$ cat src/rtl/demux_striping_lanes_if.sv
`default_nettype none
// ============================================================================
//  Module   : demux_striping_lanes_if
//  Brief    : Bus bundle for the round-robin striping demultiplexer: the
//             upstream valid/ready word stream, realign control and the
//             per-lane FWFT outputs with their backpressure.
//  Revision : 1.0  initial release
// ============================================================================
interface demux_striping_lanes_if #(
  parameter int DATA_W = 32,
  parameter int LANES  = 4
);
  localparam int LW = $clog2(LANES + 1);
  localparam int PW = $clog2(LANES);

  logic [DATA_W-1:0]       data_in;
  logic                    valid_in;
  logic                    ready_in;
  logic                    realign;
  logic [LW-1:0]           lanes_active;
  logic [LANES*DATA_W-1:0] data_out;
  logic [LANES-1:0]        valid_out;
  logic [LANES-1:0]        ready_out;
  logic [PW-1:0]           lane_ptr;

  // Environment side: produces the word stream and consumes the lanes.
  modport master (
    output data_in, valid_in, realign, lanes_active, ready_out,
    input  ready_in, data_out, valid_out, lane_ptr
  );

  // Demultiplexer side.
  modport slave (
    input  data_in, valid_in, realign, lanes_active, ready_out,
    output ready_in, data_out, valid_out, lane_ptr
  );
endinterface
`default_nettype wire

$ cat src/rtl/demux_striping_lanes.sv
`default_nettype none
// ============================================================================
//  Module   : demux_striping_lanes
//  Brief    : Round-robin striping demultiplexer. Word k of the input stream
//             goes to lane (k mod active lanes); every lane owns a FWFT FIFO
//             with independent backpressure.
//  Revision : 1.0  initial release
// ============================================================================
module demux_striping_lanes #(
  parameter int DATA_W = 32,
  parameter int LANES  = 4,
  parameter int DEPTH  = 4
) (
  input  wire logic               clk_2f,
  input  wire logic               reset,
  demux_striping_lanes_if.slave   bus
);
  localparam int LW = $clog2(LANES + 1);
  localparam int PW = $clog2(LANES);
  localparam int AW = $clog2(DEPTH);
  localparam int CW = $clog2(DEPTH + 1);

  logic [PW-1:0]    r_lane_ptr;
  logic [LW-1:0]    r_active;
  logic [LW-1:0]    w_active_next;
  logic [LANES-1:0] w_full;
  logic [LANES-1:0] w_valid;
  logic [LANES-1:0] w_push;
  logic [LANES-1:0] w_pop;
  logic             w_accept;
  logic             w_last;

  // Only the target lane's fullness gates input; it is purely registered,
  // so ready_in has no path from valid_in or ready_out.
  assign bus.ready_in  = !w_full[r_lane_ptr];
  assign w_accept      = bus.valid_in && bus.ready_in;
  assign w_last        = (LW'(r_lane_ptr) == (r_active - LW'(1)));
  assign bus.lane_ptr  = r_lane_ptr;
  assign bus.valid_out = w_valid;

  // Clamp the requested lane count into 1..LANES.
  always_comb begin
    w_active_next = bus.lanes_active;
    if (bus.lanes_active == '0) begin
      w_active_next = LW'(1);
    end else if (bus.lanes_active > LW'(LANES)) begin
      w_active_next = LW'(LANES);
    end
  end

  // Rotation pointer and active lane count; realign wins over advance.
  always_ff @(posedge clk_2f) begin
    if (reset) begin
      r_lane_ptr <= '0;
      r_active   <= LW'(LANES);
    end else if (bus.realign) begin
      r_lane_ptr <= '0;
      r_active   <= w_active_next;
    end else if (w_accept) begin
      r_lane_ptr <= w_last ? '0 : r_lane_ptr + PW'(1);
    end
  end

  for (genvar i = 0; i < LANES; i++) begin : g_lane
    logic [DATA_W-1:0] r_mem [DEPTH];
    logic [AW-1:0]     r_wr;
    logic [AW-1:0]     r_rd;
    logic [CW-1:0]     r_cnt;

    assign w_push[i]  = w_accept && (r_lane_ptr == PW'(i));
    assign w_pop[i]   = w_valid[i] && bus.ready_out[i];
    assign w_valid[i] = (r_cnt != '0);
    assign w_full[i]  = (r_cnt == CW'(DEPTH));
    assign bus.data_out[i*DATA_W +: DATA_W] = w_valid[i] ? r_mem[r_rd] : '0;

    // Storage needs no reset: the count masks stale entries.
    always_ff @(posedge clk_2f) begin
      if (w_push[i]) begin
        r_mem[r_wr] <= bus.data_in;
      end
    end

    // FIFO pointers and occupancy; pointers wrap naturally modulo DEPTH.
    always_ff @(posedge clk_2f) begin
      if (reset) begin
        r_wr  <= '0;
        r_rd  <= '0;
        r_cnt <= '0;
      end else begin
        if (w_push[i]) begin
          r_wr <= r_wr + AW'(1);
        end
        if (w_pop[i]) begin
          r_rd <= r_rd + AW'(1);
        end
        if (w_push[i] && !w_pop[i]) begin
          r_cnt <= r_cnt + CW'(1);
        end else if (!w_push[i] && w_pop[i]) begin
          r_cnt <= r_cnt - CW'(1);
        end
      end
    end
  end

endmodule
`default_nettype wire

$ cat src/flat_wrapper.sv
// flat-port wrapper written by rule: the top's interface ports become plain ports
module demux_striping_lanes_flat 
#(
  parameter int DATA_W = 32,
  parameter int LANES  = 4,
  parameter int DEPTH  = 4
)
  (clk_2f, reset, bus_data_in, bus_valid_in, bus_realign, bus_lanes_active, bus_ready_out, bus_ready_in, bus_data_out, bus_valid_out, bus_lane_ptr);
  demux_striping_lanes_if #(.DATA_W(DATA_W), .LANES(LANES)) bus_i ();
  input  wire logic clk_2f;
  input  wire logic reset;
  input wire logic [$bits(bus_i.data_in)-1:0] bus_data_in;
  input wire logic [$bits(bus_i.valid_in)-1:0] bus_valid_in;
  input wire logic [$bits(bus_i.realign)-1:0] bus_realign;
  input wire logic [$bits(bus_i.lanes_active)-1:0] bus_lanes_active;
  input wire logic [$bits(bus_i.ready_out)-1:0] bus_ready_out;
  output wire logic [$bits(bus_i.ready_in)-1:0] bus_ready_in;
  output wire logic [$bits(bus_i.data_out)-1:0] bus_data_out;
  output wire logic [$bits(bus_i.valid_out)-1:0] bus_valid_out;
  output wire logic [$bits(bus_i.lane_ptr)-1:0] bus_lane_ptr;
  assign bus_i.data_in = bus_data_in;
  assign bus_i.valid_in = bus_valid_in;
  assign bus_i.realign = bus_realign;
  assign bus_i.lanes_active = bus_lanes_active;
  assign bus_i.ready_out = bus_ready_out;
  assign bus_ready_in = bus_i.ready_in;
  assign bus_data_out = bus_i.data_out;
  assign bus_valid_out = bus_i.valid_out;
  assign bus_lane_ptr = bus_i.lane_ptr;
  demux_striping_lanes #(.DATA_W(DATA_W), .LANES(LANES), .DEPTH(DEPTH)) u_core (.clk_2f(clk_2f), .reset(reset), .bus(bus_i));
endmodule
$ cat config.mk
export PLATFORM = sky130hd
export DESIGN_NAME = demux_striping_lanes_flat
export DESIGN_NICKNAME = d
export VERILOG_FILES = /design/src/rtl/demux_striping_lanes_if.sv /design/src/rtl/demux_striping_lanes.sv /design/src/flat_wrapper.sv
export SDC_FILE = /design/constraint.sdc
export NUM_CORES = 1
export LEC_CHECK = 0
export BUFFER_PORTS_ARGS = -buffer_cell sky130_fd_sc_hd__buf_4
export CAP_MARGIN = 20
export CORE_UTILIZATION = 67
export CTS_BUF_LIST = sky130_fd_sc_hd__clkbuf_2 sky130_fd_sc_hd__clkbuf_4 sky130_fd_sc_hd__clkbuf_8
export CTS_CLUSTER_SIZE = 20
export DETAILED_ROUTE_END_ITERATION = 8
export PLACE_DENSITY = 0.86
export SLEW_MARGIN = 25
export SYNTH_ARGS = -nofsm -noshare
export SYNTH_HDL_FRONTEND = slang
export SYNTH_SLANG_ARGS = --single-unit
$ cat constraint.sdc
create_clock -name clk_2f -period 7.59 [get_ports clk_2f]
set_clock_uncertainty 0.1 [all_clocks]
set_input_delay 1.8975 -clock clk_2f [delete_from_list [all_inputs] [get_ports clk_2f]]
set_output_delay 1.8975 -clock clk_2f [all_outputs]
set_load 0.02 [all_outputs]
* Yosys cells after proc, flatten, opt, wreduce, memory -nomap -nowiden *
Memories as Yosys holds them, arrays and structs flattened. A register that Yosys moved wholly into a read port is not among the register bits.
Index checks and enable logic that the tools add are counted.

word-level totals
  register bits after elaboration = 33
  latch bits = 0
  bits in writable memories = 512
  memory bits (read-only) = 0
  input bits = 43
  output and inout bits = 135
  word-level logic and storage cells = 116
  memories = 4

memory list
  memory                  words  bits a word  rd ports  clocked after Yosys merged registers in  wr ports  RTL line                    text
  u_core.g_lane[0].r_mem  4      32           1         1                                        1         demux_striping_lanes.sv:65  logic [DATA_W-1:0] r_mem [DEPTH];
  u_core.g_lane[1].r_mem  4      32           1         1                                        1         demux_striping_lanes.sv:65
  u_core.g_lane[2].r_mem  4      32           1         1                                        1         demux_striping_lanes.sv:65
  u_core.g_lane[3].r_mem  4      32           1         1                                        1         demux_striping_lanes.sv:65

cells by class
  add/subtract/negate cells = 18
  multiply operators = 0
  div/mod/pow operators = 0
  magnitude comparators = 2
  equal/unequal tests = 8
  shifts and indexed selects = 0
  muxes and demuxes = 33
  bitwise operators = 0
  reduce and logical (&&, ||, !) cells = 37

operator list
  cell                                                                          number
  32-bit two-way mux                                                            4
  3-bit two-way mux                                                             10
  2-bit by 1-bit adder with 2-bit output, second input constant                 9
  2-bit two-way mux                                                             9
  1-bit logical AND                                                             17
  3-bit by 1-bit subtractor with 3-bit output, second input constant            5
  3-bit by 1-bit adder with 3-bit output, second input constant                 4
  3-bit equality test, second input constant                                    4
  3-bit nonzero test                                                            4
  1-bit logical NOT                                                             9
  1-bit two-way mux                                                             9
  2-bit nonzero test                                                            4
  2-bit equality test, second input constant                                    2
  2-bit by 3-bit equality test with 1-bit output                                1
  3-bit greater-than comparator, second input constant                          1
  3-bit logical NOT                                                             1
  2-bit by 3-bit less-than comparator with 1-bit output, second input constant  1
  1-bit binary-select mux with 2-bit select                                     1
  2-bit by 1-bit equality test with 1-bit output, second input constant         1
  2-bit logical NOT                                                             1
  2-bit OR reduction                                                            1

* Logic depth before layout (Yosys ltp) *
Gate-level depths: netlist of run 1.

  depth after elaboration = 10
  gate-level depth with buffers = 9
  depth with buffers taken out = 9

* Worst setup path after synthesis of run 1 *
Ideal clock, no wire load.

  path type = input -> register
  from = input port bus_valid_in
  to = register u_core.g_lane[0].r_cnt[2]
  setup time = 70 ps
  data arrival time = 3,619 ps
  required time = 7,420 ps
  slack = 3,801 ps
  stages = 8
  cell sequence = nand4_4 -> a21boi_4 -> ha_1 -> inv_1 -> fa_1 -> xor2_1 -> or3_1 -> a21oi_1

between the ends
  word-level cells in the longest chain between the ends = 5
  elaborated cells on any way between the ends = 7
  those cells by class = mux: 1; reduce/logical: 6

ends and longest elaborated chain
  what                                 RTL line                    text
  start: declaration                   flat_wrapper.sv:13          input wire logic [$bits(bus_i.valid_in)-1:0] bus_valid_in;
  1-bit logical AND (*)                demux_striping_lanes.sv:36  assign w_accept = bus.valid_in && bus.ready_in;
  1-bit logical AND (*)                demux_striping_lanes.sv:70  assign w_push[i] = w_accept && (r_lane_ptr == PW'(i));
  net u_core.w_push[0]                 demux_striping_lanes.sv:28  logic [LANES-1:0] w_push;
  1-bit logical NOT                    demux_striping_lanes.sv:98  end else if (!w_push[i] && w_pop[i]) begin
  1-bit logical AND                    demux_striping_lanes.sv:98
  2-bit nonzero test (no source line)  -
  end signal: assignment               demux_striping_lanes.sv:97  r_cnt <= r_cnt + CW'(1);
  end signal: assignment               demux_striping_lanes.sv:99  r_cnt <= r_cnt - CW'(1);
  end: declaration                     demux_striping_lanes.sv:68  logic [CW-1:0] r_cnt;

The timed path passes the listed nets; every way through them passes the cells marked *.
A chain may end at the register's enable or synchronous reset.

==> results of run 1 <==
## routing by layer
| metal | vias to the layer above | routed length, um | track usage (%) |
|---|---|---|---|
| met2 | 653 | 23700 | 49.1 |
| li1 | 4569 | - | - |
| met3 | 106 | 4770 | 8.73 |
| met4 | 0 | 1550 | 11.7 |
| met1 | 5600 | 17200 | 38.4 |
| met5 | - | 0 | 0 |
## power groups by stage
| stage | clock network (uW) | registers (uW) | logic (uW) |
|---|---|---|---|
| 2_1_floorplan | 0 | 3610 | 1900 |
| 3_3_place_gp | 0 | 3650 | 3070 |
| 3_5_place_dp | 0 | 3660 | 3130 |
| 4_1_cts | 2340 | 3600 | 3150 |
| 5_1_grt | 2470 | 3620 | 3310 |
| 6_report | 2320 | 3600 | 3140 |
## path summary, 6_finish.rpt
path | endpoint | cells past startpoint | start | slack (ns)
max | bus_data_out[77] | 4 | register | 2.81
min reg2reg | u_core.g_lane[2].r_cnt[2]$_SDFFE_PP0P_ | 2 | u_core.g_lane[2].r_cnt[2]$_SDFFE_PP0P_ | 0.39
max reg2reg | u_core.g_lane[0].r_cnt[2]$_SDFFE_PP0P_ | 8 | u_core.g_lane[0].r_cnt[0]$_SDFFE_PP0P_ | 4.56
min | u_core.g_lane[2].r_cnt[2]$_SDFFE_PP0P_ | 2 | u_core.g_lane[2].r_cnt[2]$_SDFFE_PP0P_ | 0.39
## sequential cells by signal (all words and copies together) (netlist names), named ones only
register and count:
u_core.g_lane.r_rd 8, u_core.g_lane.r_mem 512, u_core.bus.lane_ptr 2, u_core.r_active 3, u_core.g_lane.r_wr 8, u_core.g_lane.r_cnt 12
## Yosys cell counts
cell       count
edfxtp_1     512
and2_1       144
mux4_2       128
dfxtp_1       41
nor2_1        30
clkbuf_1      25
ha_1          25
inv_1         17
xor2_1        17
buf_1         12
buf_4         12
mux2i_1       10
nand2_1        9
nand2b_1       8
or3_1          8
nand3_1        6
a21oi_1        5
a21boi_4       4
fa_1           4
mux2_4         4
o21ai_0        4
nand4_4        2
nand4bb_1      2
nor2b_1        2
or4b_4         2
xnor2_1        2
a211o_1        1
a31o_1         1
and3_1         1
o22ai_1        1
o31a_1         1
## layout make-up
type | count | area share (%)
well taps | 402 | 2.02
diodes | 1 | 0.0101
clock buffers | 117 | 5.67
flip-flops and latches | 553 | 65.1
clock inverters | 31 | 0.679
inverters | 17 | 0.257
multi-input cells | 421 | 20.4
repair buffers | 194 | 5.86
## through the flow
stage / cell area, um^2 / setup slack (ns) / utilization, %
floorplan: 21500 / 3.80 / -
global placement: 23300 / 3.45 / 73.8
detailed placement: 23300 / 3.38 / 73.8
CTS: 24900 / 2.71 / 78.8
global route: 24900 / 2.63 / 78.8
finish: 24900 / 2.81 / 78.8
## kinds of logic after synthesis
logic type,after synthesis
muxes,142
and+or+nand+nor,214
xor gates and xnor gates,19
DFF,553
buffers and inverters,66
AOI/OAI and AO/OA,17
adders and majority gates,29
## cell usage in the layout, fill, tap and decap left out, types with 2 or more instances in the layout
master      instances
or3_1               7
and2_1            134
nand4_4             2
or4b_4              2
nand2b_1            8
clkbuf_8           85
a21oi_1             5
clkinv_1           20
fa_1                4
nor2b_1             2
mux4_2            128
clkbuf_4           32
inv_1              17
dfxtp_2             4
dfxtp_1            37
mux2i_1            10
mux2_4              4
clkinvlp_4          2
o21ai_0             4
buf_4             194
xor2_1             17
ha_1               25
clkinv_2            4
a21boi_4            4
nand4bb_1           2
nand2_1             9
and2_4              5
xnor2_1             2
inv_8               3
and2_2              5
nand3_1             6
nor2_1             30
edfxtp_1          512
## worst reg2reg max path, cell delays in order, from the launching register on
cell	delay, ns
dfxtp_1	0.36
or3_2	0.82
nand2_1	0.26
ha_1	0.22
inv_1	0.07
fa_1	0.43
xor2_1	0.18
or3_1	0.32
a21oi_1	0.17
==> results.json, run 1 <==
{
  "io_buffers": 177,
  "core_area_mm2": 0.0316,
  "relSlewSlack_pct": 31.0,
  "area_delta_synth_final_pct": 15.5,
  "dr.pass1.iters": 7,
  "first_iter_violations": 1074,
  "clkSinkCount": 553,
  "grt_pass1_wl_um": 70400,
  "synthTopCellsByArea": "edfxtp_1 (71%), mux4_2 (13%), and2_1 (4.2%), dfxtp_1 (3.8%), ha_1 (1.5%)",
  "power_uw": 9050,
  "num_rows": 65,
  "cap_violations": 0,
  "synth_area_leader_cell": "edfxtp_1",
  "switching_share_pct": 33.5,
  "vias": 10900,
  "combPwrFrac_pct": 34.7,
  "cts_tree": "built",
  "groute.usage.overall_pct": 30.0,
  "die_width_um": 181,
  "avgSynthCellArea_um2": 20.7,
  "p_leak_uw": 0.00846,
  "drive_gt1_share_pct": 35.8,
  "synth_top_cell_area_share_pct": 71.4,
  "holdWs_ns": 0.389,
  "crit_top_cell": "buf_4",
  "via_per_inst": 6.29,
  "cp-start-kind": "register",
  "ys_warn_count": 0,
  "gp_congestion": 0.731,
  "crit_chain": "buf_4 > mux4_2 > and2_1 > buf_4",
  "ir_worst_vdd_v": 0.000224,
  "ff_latch_area_mm2": 0.0162,
  "drv_slew": 0,
  "grt_max_degree": 45,
  "power_frac_clock_pct": 25.6,
  "fmax_mhz": 209,
  "synthXorXnorAreaFrac_pct": 0.773,
  "start_util_pct": 68.2,
  "status": "completed",
  "hold_class": "register to register",
  "post-cts-setup-buffer-count": 0,
  "cts_hold_buffers": 0,
  "p_int_uw": 6020,
  "synth_fa_ha_area_share_pct": 1.82,
  "setup_viol": 0,
  "worstPathArrival_ns": 2.78,
  "hold_viol": 0,
  "io_pins": 178,
  "dieArea_mm2": 0.0329,
  "final_nets": 1341,
  "synth_mux_area_share_pct": 14.1,
  "fin_crit_ns": 4.78,
  "fillers": 1558,
  "clockRootBuffer": "clkbuf_8",
  "seq_power_share_pct": 39.8,
  "clkLatencyLatePin_ns": 0.61,
  "ys_ff_latch": 553,
  "htreeDepth": 3,
  "worst_pin_slew_ns": 1.04,
  "finalCritPeriodShare_pct": 62.9,
  "slowest_delay_ns": 0.69,
  "synth-compound-area-share_pct": 0.709,
  "crit_family": "buffers and inverters",
  "grt_pass1_vias": 11600,
  "synth_cell_types": 31,
  "multi_input_comb_area_mm2": 0.00506,
  "grt_setup_unrepaired": "false",
  "antenna_found_initial": 1,
  "grt-ovfl-total": 0,
  "dpl.cell_count": 1587,
  "numCtsBuffers": 82,
  "ys_seq_area_share_pct": 75.2,
  "cts_buffer_depth": 3,
  "post_drt_wl_per_cell_um": 27.2,
  "syn-num-nets": 1112,
  "end_kind": "primary output",
  "path_max_fanout": 19,
  "syn_inst": 1040,
  "path_class": "register to primary output",
  "die_h_um": 181,
  "power.switching_uw": 3030,
  "path_buf_inv": 2,
  "clkSlewWorstSetupHoldPaths_ns": 0.07,
  "syn_area_mm2": 0.0215,
  "fin_cells": 1736,
  "p_per_area_mw_per_mm2": 364,
  "worst_path_max_delay_cell": "dfxtp_2",
  "cts_resized": 0,
  "wirelength_um": 47300,
  "antenna_left": 0,
  "required_ns": 5.59,
  "synth-simple-area-share_pct": 5.99,
  "dp_hpwl_um": 27000,
  "drc": 0,
  "synth_top_family_by_area": "multiplexers",
  "fin_setup_tns_ns": 0
}
(Power assumes the default switching activity.)
==> run 2: changes to the inputs <==
--- a/config.mk
+++ b/config.mk
@@ -7,11 +7,11 @@
 export LEC_CHECK = 0
 export BUFFER_PORTS_ARGS = -buffer_cell sky130_fd_sc_hd__buf_4
 export CAP_MARGIN = 20
-export CORE_UTILIZATION = 67
+export CORE_UTILIZATION = 56
 export CTS_BUF_LIST = sky130_fd_sc_hd__clkbuf_2 sky130_fd_sc_hd__clkbuf_4 sky130_fd_sc_hd__clkbuf_8
 export CTS_CLUSTER_SIZE = 20
 export DETAILED_ROUTE_END_ITERATION = 8
-export PLACE_DENSITY = 0.86
+export PLACE_DENSITY = 0.76
 export SLEW_MARGIN = 25
 export SYNTH_ARGS = -nofsm -noshare
 export SYNTH_HDL_FRONTEND = slang
==> constraint.sdc (replaced) <==
create_clock -name clk_2f -period 4.1 [get_ports clk_2f]
set_clock_uncertainty 0.1 [all_clocks]
set_input_delay 1.025 -clock clk_2f [delete_from_list [all_inputs] [get_ports clk_2f]]
set_output_delay 1.025 -clock clk_2f [all_outputs]
set_load 0.02 [all_outputs]
==> results.json, run 2 (synthesis results as in run 1) <==
{
  "htreeDepth": 3,
  "worst_pin_slew_ns": 0.986,
  "reg2reg_to": "u_core.g_lane[3].r_cnt[2]$_SDFFE_PP0P_",
  "path_class": "register to primary output",
  "ir_worst_vdd_v": 0.000588,
  "final_cell_mix": "edfxtp_1 (512), buf_4 (200), mux4_2 (128), and2_1 (128), clkbuf_8 (89)",
  "dr.pass1.iters": 5,
  "num_rows": 71,
  "crit_end": "bus_data_out[98]",
  "core_area_mm2": 0.0378,
  "worstSetupPathDepth": 4,
  "fillers": 2500,
  "io_pins": 178,
  "area_delta_synth_final_pct": 17.1,
  "largest_register_ffs": 512,
  "dp_hpwl_um": 26700,
  "grt_setup_unrepaired": "false",
  "gp_congestion": 0.720,
  "vias": 10600,
  "clockRootBuffer": "clkbuf_8",
  "grt_pass1_wl_um": 65400,
  "grt_max_degree": 45,
  "cts_hold_buffers": 0,
  "worstPathArrival_ns": 2.56,
  "path_max_fanout": 13,
  "clkSinkCount": 553,
  "p_per_area_mw_per_mm2": 664,
  "cts_tree": "built",
  "rr_worst_depth": 8,
  "antennaDiodeCount": 0,
  "hold_viol": 0,
  "drc": 0,
  "post_drt_wl_per_cell_um": 23.9,
  "power_frac_clock_pct": 25.8,
  "power.switching_uw": 5480,
  "fin_setup_tns_ns": 0,
  "die_width_um": 198,
  "final_nets": 1357,
  "finalCritPeriodShare_pct": 90.0,
  "cp-start-kind": "register",
  "status": "completed",
  "drv_slew": 0,
  "crit_chain": "buf_4 > mux4_2 > and2_1 > buf_4",
  "crit_family": "flip-flops",
  "grt_pass1_vias": 11000,
  "r2r_start": "u_core.g_lane[3].r_cnt[2]$_SDFFE_PP0P_",
  "fin_crit_ns": 3.69,
  "clkSlewWorstSetupHoldPaths_ns": 0.06,
  "required_ns": 2.97,
  "groute.usage.overall_pct": 23.3,
  "first_iter_violations": 861,
  "hold_class": "register to register",
  "grt-ovfl-total": 0,
  "antenna_left": 0,
  "setup_viol": 0,
  "path_buf_inv": 2,
  "holdWs_ns": 0.404,
  "cts_resized": 0,
  "io_buffers": 177,
  "cts_buffer_depth": 3,
  "switching_share_pct": 32.7,
  "relSlewSlack_pct": 34.3,
  "via_per_inst": 5.69,
  "combPwrFrac_pct": 34.2,
  "seq_power_share_pct": 40.0,
  "cap_violations": 0,
  "top_regs": "u_core.g_lane.r_mem (512), u_core.g_lane.r_cnt (12)",
  "rrSetupSlack_ns": 1.19,
  "end_kind": "primary output",
  "slowest_delay_ns": 0.68,
  "antenna_found_initial": 0,
  "drive_gt1_share_pct": 37.4,
  "post-cts-setup-buffer-count": 0,
  "dieArea_mm2": 0.0392,
  "largest_register": "u_core.g_lane.r_mem",
  "layout_commonest_cell": "edfxtp_1",
  "wirelength_um": 44400,
  "fmax_mhz": 271,
  "numCtsBuffers": 85,
  "die_h_um": 198,
  "crit_top_cell": "buf_4",
  "clkLatencyLatePin_ns": 0.62,
  "start_util_pct": 57.0,
  "worst_path_max_delay_cell": "dfxtp_2",
  "p_leak_uw": 0.00857,
  "p_int_uw": 11300
}
run 2: power groups by stage:
stage	logic [uW]	clock network, uW	registers (uW)
6_report	5720	4320	6700
5_1_grt	6090	4640	6740
4_1_cts	5820	4410	6700
3_5_place_dp	5800	0	6820
3_3_place_gp	5740	0	6800
2_1_floorplan	3520	0	6670
run 2: worst min-delay path by stage:
stage / start / endpoint / slack [ns] / depth (start not counted)
finish: u_core.g_lane[2].r_cnt[2]$_SDFFE_PP0P_ / u_core.g_lane[2].r_cnt[2]$_SDFFE_PP0P_ / 0.40 / 2
global route: u_core.g_lane[1].r_cnt[2]$_SDFFE_PP0P_ / u_core.g_lane[1].r_cnt[2]$_SDFFE_PP0P_ / 0.43 / 2
CTS: u_core.g_lane[1].r_cnt[2]$_SDFFE_PP0P_ / u_core.g_lane[1].r_cnt[2]$_SDFFE_PP0P_ / 0.40 / 2
detailed placement: u_core.g_lane[3].r_cnt[2]$_SDFFE_PP0P_ / u_core.g_lane[3].r_cnt[2]$_SDFFE_PP0P_ / 0.39 / 2
global placement: u_core.g_lane[2].r_cnt[2]$_SDFFE_PP0P_ / u_core.g_lane[2].r_cnt[2]$_SDFFE_PP0P_ / 0.38 / 2
floorplan: u_core.g_lane[0].r_cnt[2]$_SDFFE_PP0P_ / u_core.g_lane[0].r_cnt[2]$_SDFFE_PP0P_ / 0.36 / 2
run 2: area by class of cell:
| type | count | area, um^2 | area share (%) |
|---|---|---|---|
| clock buffers | 122 | 1470 | 5.84 |
| clock inverters | 26 | 125 | 0.496 |
| inverters | 17 | 63.8 | 0.253 |
| multi-input cells | 421 | 5070 | 20.1 |
| flip-flops and latches | 553 | 16200 | 64.3 |
| well taps | 511 | 639 | 2.54 |
| repair buffers | 207 | 1640 | 6.51 |
run 2: routing by layer:
| layer | part of all wire (%) | global-route usage (%) | routed length, um |
|---|---|---|---|
| met1 | 41 | 32.2 | 18300 |
| met2 | 49 | 37.2 | 21900 |
| met4 | 1.9 | 7.72 | 844 |
| met3 | 7.6 | 5.28 | 3360 |
| met5 | 0 | 0 | 0 |
run 2: metrics by stage:
step	total power (uW)	utilization (%)	setup slack, ns	cells	cell area (um^2)
floorplan	10200	-	1.18	1040	21500
global placement	12500	62.5	0.969	1709	23600
detailed placement	12600	62.5	0.929	1709	23600
CTS	16900	66.8	0.293	1857	25200
global route	17500	66.8	0.231	1857	25200
finish	16700	66.8	0.410	1857	25200
run 2: worst register-to-register path: cells and delay by family, from the launching register on:
family / cells / cell delay, ns
AND/OR/NAND/NOR: 3 / 1.45
adder cells (fa/ha/maj): 2 / 0.60
XOR/XNOR: 1 / 0.16
buffers and inverters: 1 / 0.07
AO/OA/AOI/OAI: 1 / 0.13
flip-flops: 1 / 0.33
==> run 3: changes to the inputs <==
--- a/config.mk
+++ b/config.mk
@@ -7,11 +7,13 @@
 export LEC_CHECK = 0
 export BUFFER_PORTS_ARGS = -buffer_cell sky130_fd_sc_hd__buf_4
 export CAP_MARGIN = 20
-export CORE_UTILIZATION = 56
+export CORE_ASPECT_RATIO = 1.2
+export CORE_UTILIZATION = 62
 export CTS_BUF_LIST = sky130_fd_sc_hd__clkbuf_2 sky130_fd_sc_hd__clkbuf_4 sky130_fd_sc_hd__clkbuf_8
 export CTS_CLUSTER_SIZE = 20
 export DETAILED_ROUTE_END_ITERATION = 8
-export PLACE_DENSITY = 0.76
+export HOLD_SLACK_MARGIN = 0.05
+export PLACE_DENSITY = 0.8
 export SLEW_MARGIN = 25
 export SYNTH_ARGS = -nofsm -noshare
 export SYNTH_HDL_FRONTEND = slang
==> constraint.sdc (replaced) <==
create_clock -name clk_2f -period 4.05 [get_ports clk_2f]
set_clock_uncertainty 0.1 [all_clocks]
set_input_delay 1.0125 -clock clk_2f [delete_from_list [all_inputs] [get_ports clk_2f]]
set_output_delay 1.0125 -clock clk_2f [all_outputs]
set_load 0.02 [all_outputs]
==> results.json, run 3 (synthesis results as in run 1) <==
{
  "cap_violations": 0,
  "wirelength_um": 43600,
  "antennaDiodeCount": 0,
  "hold_class": "register to register",
  "path_class": "register to primary output",
  "ff_latch_area_mm2": 0.0162,
  "final_nets": 1357,
  "dieArea_mm2": 0.0355,
  "fillers": 1933,
  "clkSlewWorstSetupHoldPaths_ns": 0.07,
  "p_int_uw": 11400,
  "worst_path_max_delay_cell": "dfxtp_2",
  "via_per_inst": 5.89,
  "gp_congestion": 0.752,
  "largest_register_ffs": 512,
  "antenna_left": 0,
  "cts_tree": "built",
  "required_ns": 2.94,
  "hold_viol": 0,
  "groute.usage.overall_pct": 25.8,
  "io_pins": 178,
  "fmax_mhz": 267,
  "crit_family": "flip-flops",
  "start_util_pct": 63.0,
  "clockRootBuffer": "clkbuf_8",
  "dp_hpwl_um": 26300,
  "crit_top_cell": "buf_4",
  "die_h_um": 206,
  "grt_setup_unrepaired": "false",
  "num_rows": 74,
  "power_frac_clock_pct": 25.2,
  "combPwrFrac_pct": 34.3,
  "htreeDepth": 3,
  "path_buf_inv": 2,
  "ir_worst_vdd_v": 0.000463,
  "seq_power_share_pct": 40.5,
  "post-cts-setup-buffer-count": 0,
  "relSlewSlack_pct": 30.8,
  "rr_worst_depth": 8,
  "multi_input_comb_area_mm2": 0.00506,
  "post_drt_wl_per_cell_um": 24.3,
  "grt_pass1_wl_um": 64800,
  "clkLatencyLatePin_ns": 0.61,
  "layout_commonest_cell": "edfxtp_1",
  "path_max_fanout": 14,
  "crit_chain": "buf_4 > mux4_2 > and2_1 > buf_4",
  "io_buffers": 177,
  "vias": 10600,
  "worstSetupPathDepth": 4,
  "worstHoldPathCells": 2,
  "cp-start-kind": "register",
  "p_leak_uw": 0.00855,
  "cts_hold_buffers": 0,
  "finalCritPeriodShare_pct": 92.3,
  "worst_pin_slew_ns": 1.04,
  "grt-ovfl-total": 0,
  "fin_crit_ns": 3.74,
  "cts_buffer_depth": 3,
  "worstPathArrival_ns": 2.63,
  "largest_register": "u_core.g_lane.r_mem",
  "status": "completed",
  "drv_slew": 0,
  "cts_resized": 0,
  "setup_viol": 0,
  "die_width_um": 172,
  "top_regs": "u_core.g_lane.r_mem (512), u_core.g_lane.r_cnt (12)",
  "grt_pass1_vias": 11000,
  "drive_gt1_share_pct": 36.7,
  "area_delta_synth_final_pct": 16.5,
  "core_area_mm2": 0.0342,
  "p_per_area_mw_per_mm2": 670,
  "switching_share_pct": 32.3,
  "utilization_pct": 73.4,
  "grt_max_degree": 45,
  "slowest_delay_ns": 0.75,
  "numCtsBuffers": 78,
  "dr.pass1.iters": 5,
  "end_kind": "primary output",
  "clkSinkCount": 553,
  "fin_setup_tns_ns": 0,
  "power.switching_uw": 5430,
  "drc": 0,
  "final_cell_mix": "edfxtp_1 (512), buf_4 (209), and2_1 (132), mux4_2 (128), clkbuf_8 (79)",
  "first_iter_violations": 1037,
  "antenna_found_initial": 0
}
## run 3: changes by cell type in the layout (fill, tap and decap cells not counted), moves of 4 or more
cell and delta:
clkbuf_8 -10, buf_4 +9, clkinv_2 -5, and2_1 +4, and2_2 -4, clkbuf_4 -4
## run 3: power by group through the flow
| stage | clock network, uW | logic (uW) | registers [uW] |
|---|---|---|---|
| floorplan | 0 | 3560 | 6760 |
| finish | 4230 | 5760 | 6820 |
| CTS | 4300 | 5840 | 6830 |
| global route | 4540 | 6130 | 6860 |
| global placement | 0 | 5730 | 6920 |
| detailed placement | 0 | 5810 | 6940 |
## run 3: layout make-up
cell class                 instances  area share [%]
multi-input combinational        421            20.2
clock inverter                    29           0.893
inverter                          17           0.254
tap                              456            2.27
sequential                       553            64.6
timing repair buffer             214            6.65
clock buffer                     108            5.20
## run 3: worst min-delay path: cells and delay by family (launching register included)
| family | cells | cell delay, ns |
|---|---|---|
| flip-flops | 1 | 0.32 |
| AO/OA/AOI/OAI | 2 | 0.14 |
## run 3: routing by layer
layer | GRT usage [%] | vias up | share of wire, %
met5 | 0 | - | 0
met1 | 34.5 | 5457 | 38
met4 | 9.73 | 0 | 2.6
met3 | 4.27 | 62 | 6.8
met2 | 43.0 | 467 | 52
li1 | - | 4598 | -
## run 3: path summary, 6_finish.rpt
check                                                       startpoint                                endpoint  slack [ns]
worst max-delay path                                          register                        bus_data_out[71]        0.31
worst min-delay path            u_core.g_lane[0].r_cnt[2]$_SDFFE_PP0P_  u_core.g_lane[0].r_cnt[2]$_SDFFE_PP0P_        0.40
worst max register to register  u_core.g_lane[0].r_cnt[0]$_SDFFE_PP0P_  u_core.g_lane[0].r_cnt[2]$_SDFFE_PP0P_        1.06
worst min register to register  u_core.g_lane[0].r_cnt[2]$_SDFFE_PP0P_  u_core.g_lane[0].r_cnt[2]$_SDFFE_PP0P_        0.40
## run 3: stage by stage
step | instances | instance area, um^2 | setup WS, ns | hold slack (ns) | power [uW]
after global placement | 1661 | 23600 | 0.925 | 0.375 | 12600
final | 1798 | 25100 | 0.310 | 0.404 | 16800
after floorplan | 1040 | 21500 | 1.15 | 0.362 | 10300
after detailed placement | 1661 | 23600 | 0.837 | 0.395 | 12800
after global routing | 1798 | 25100 | 0.178 | 0.437 | 17500
after CTS | 1798 | 25100 | 0.252 | 0.402 | 17000
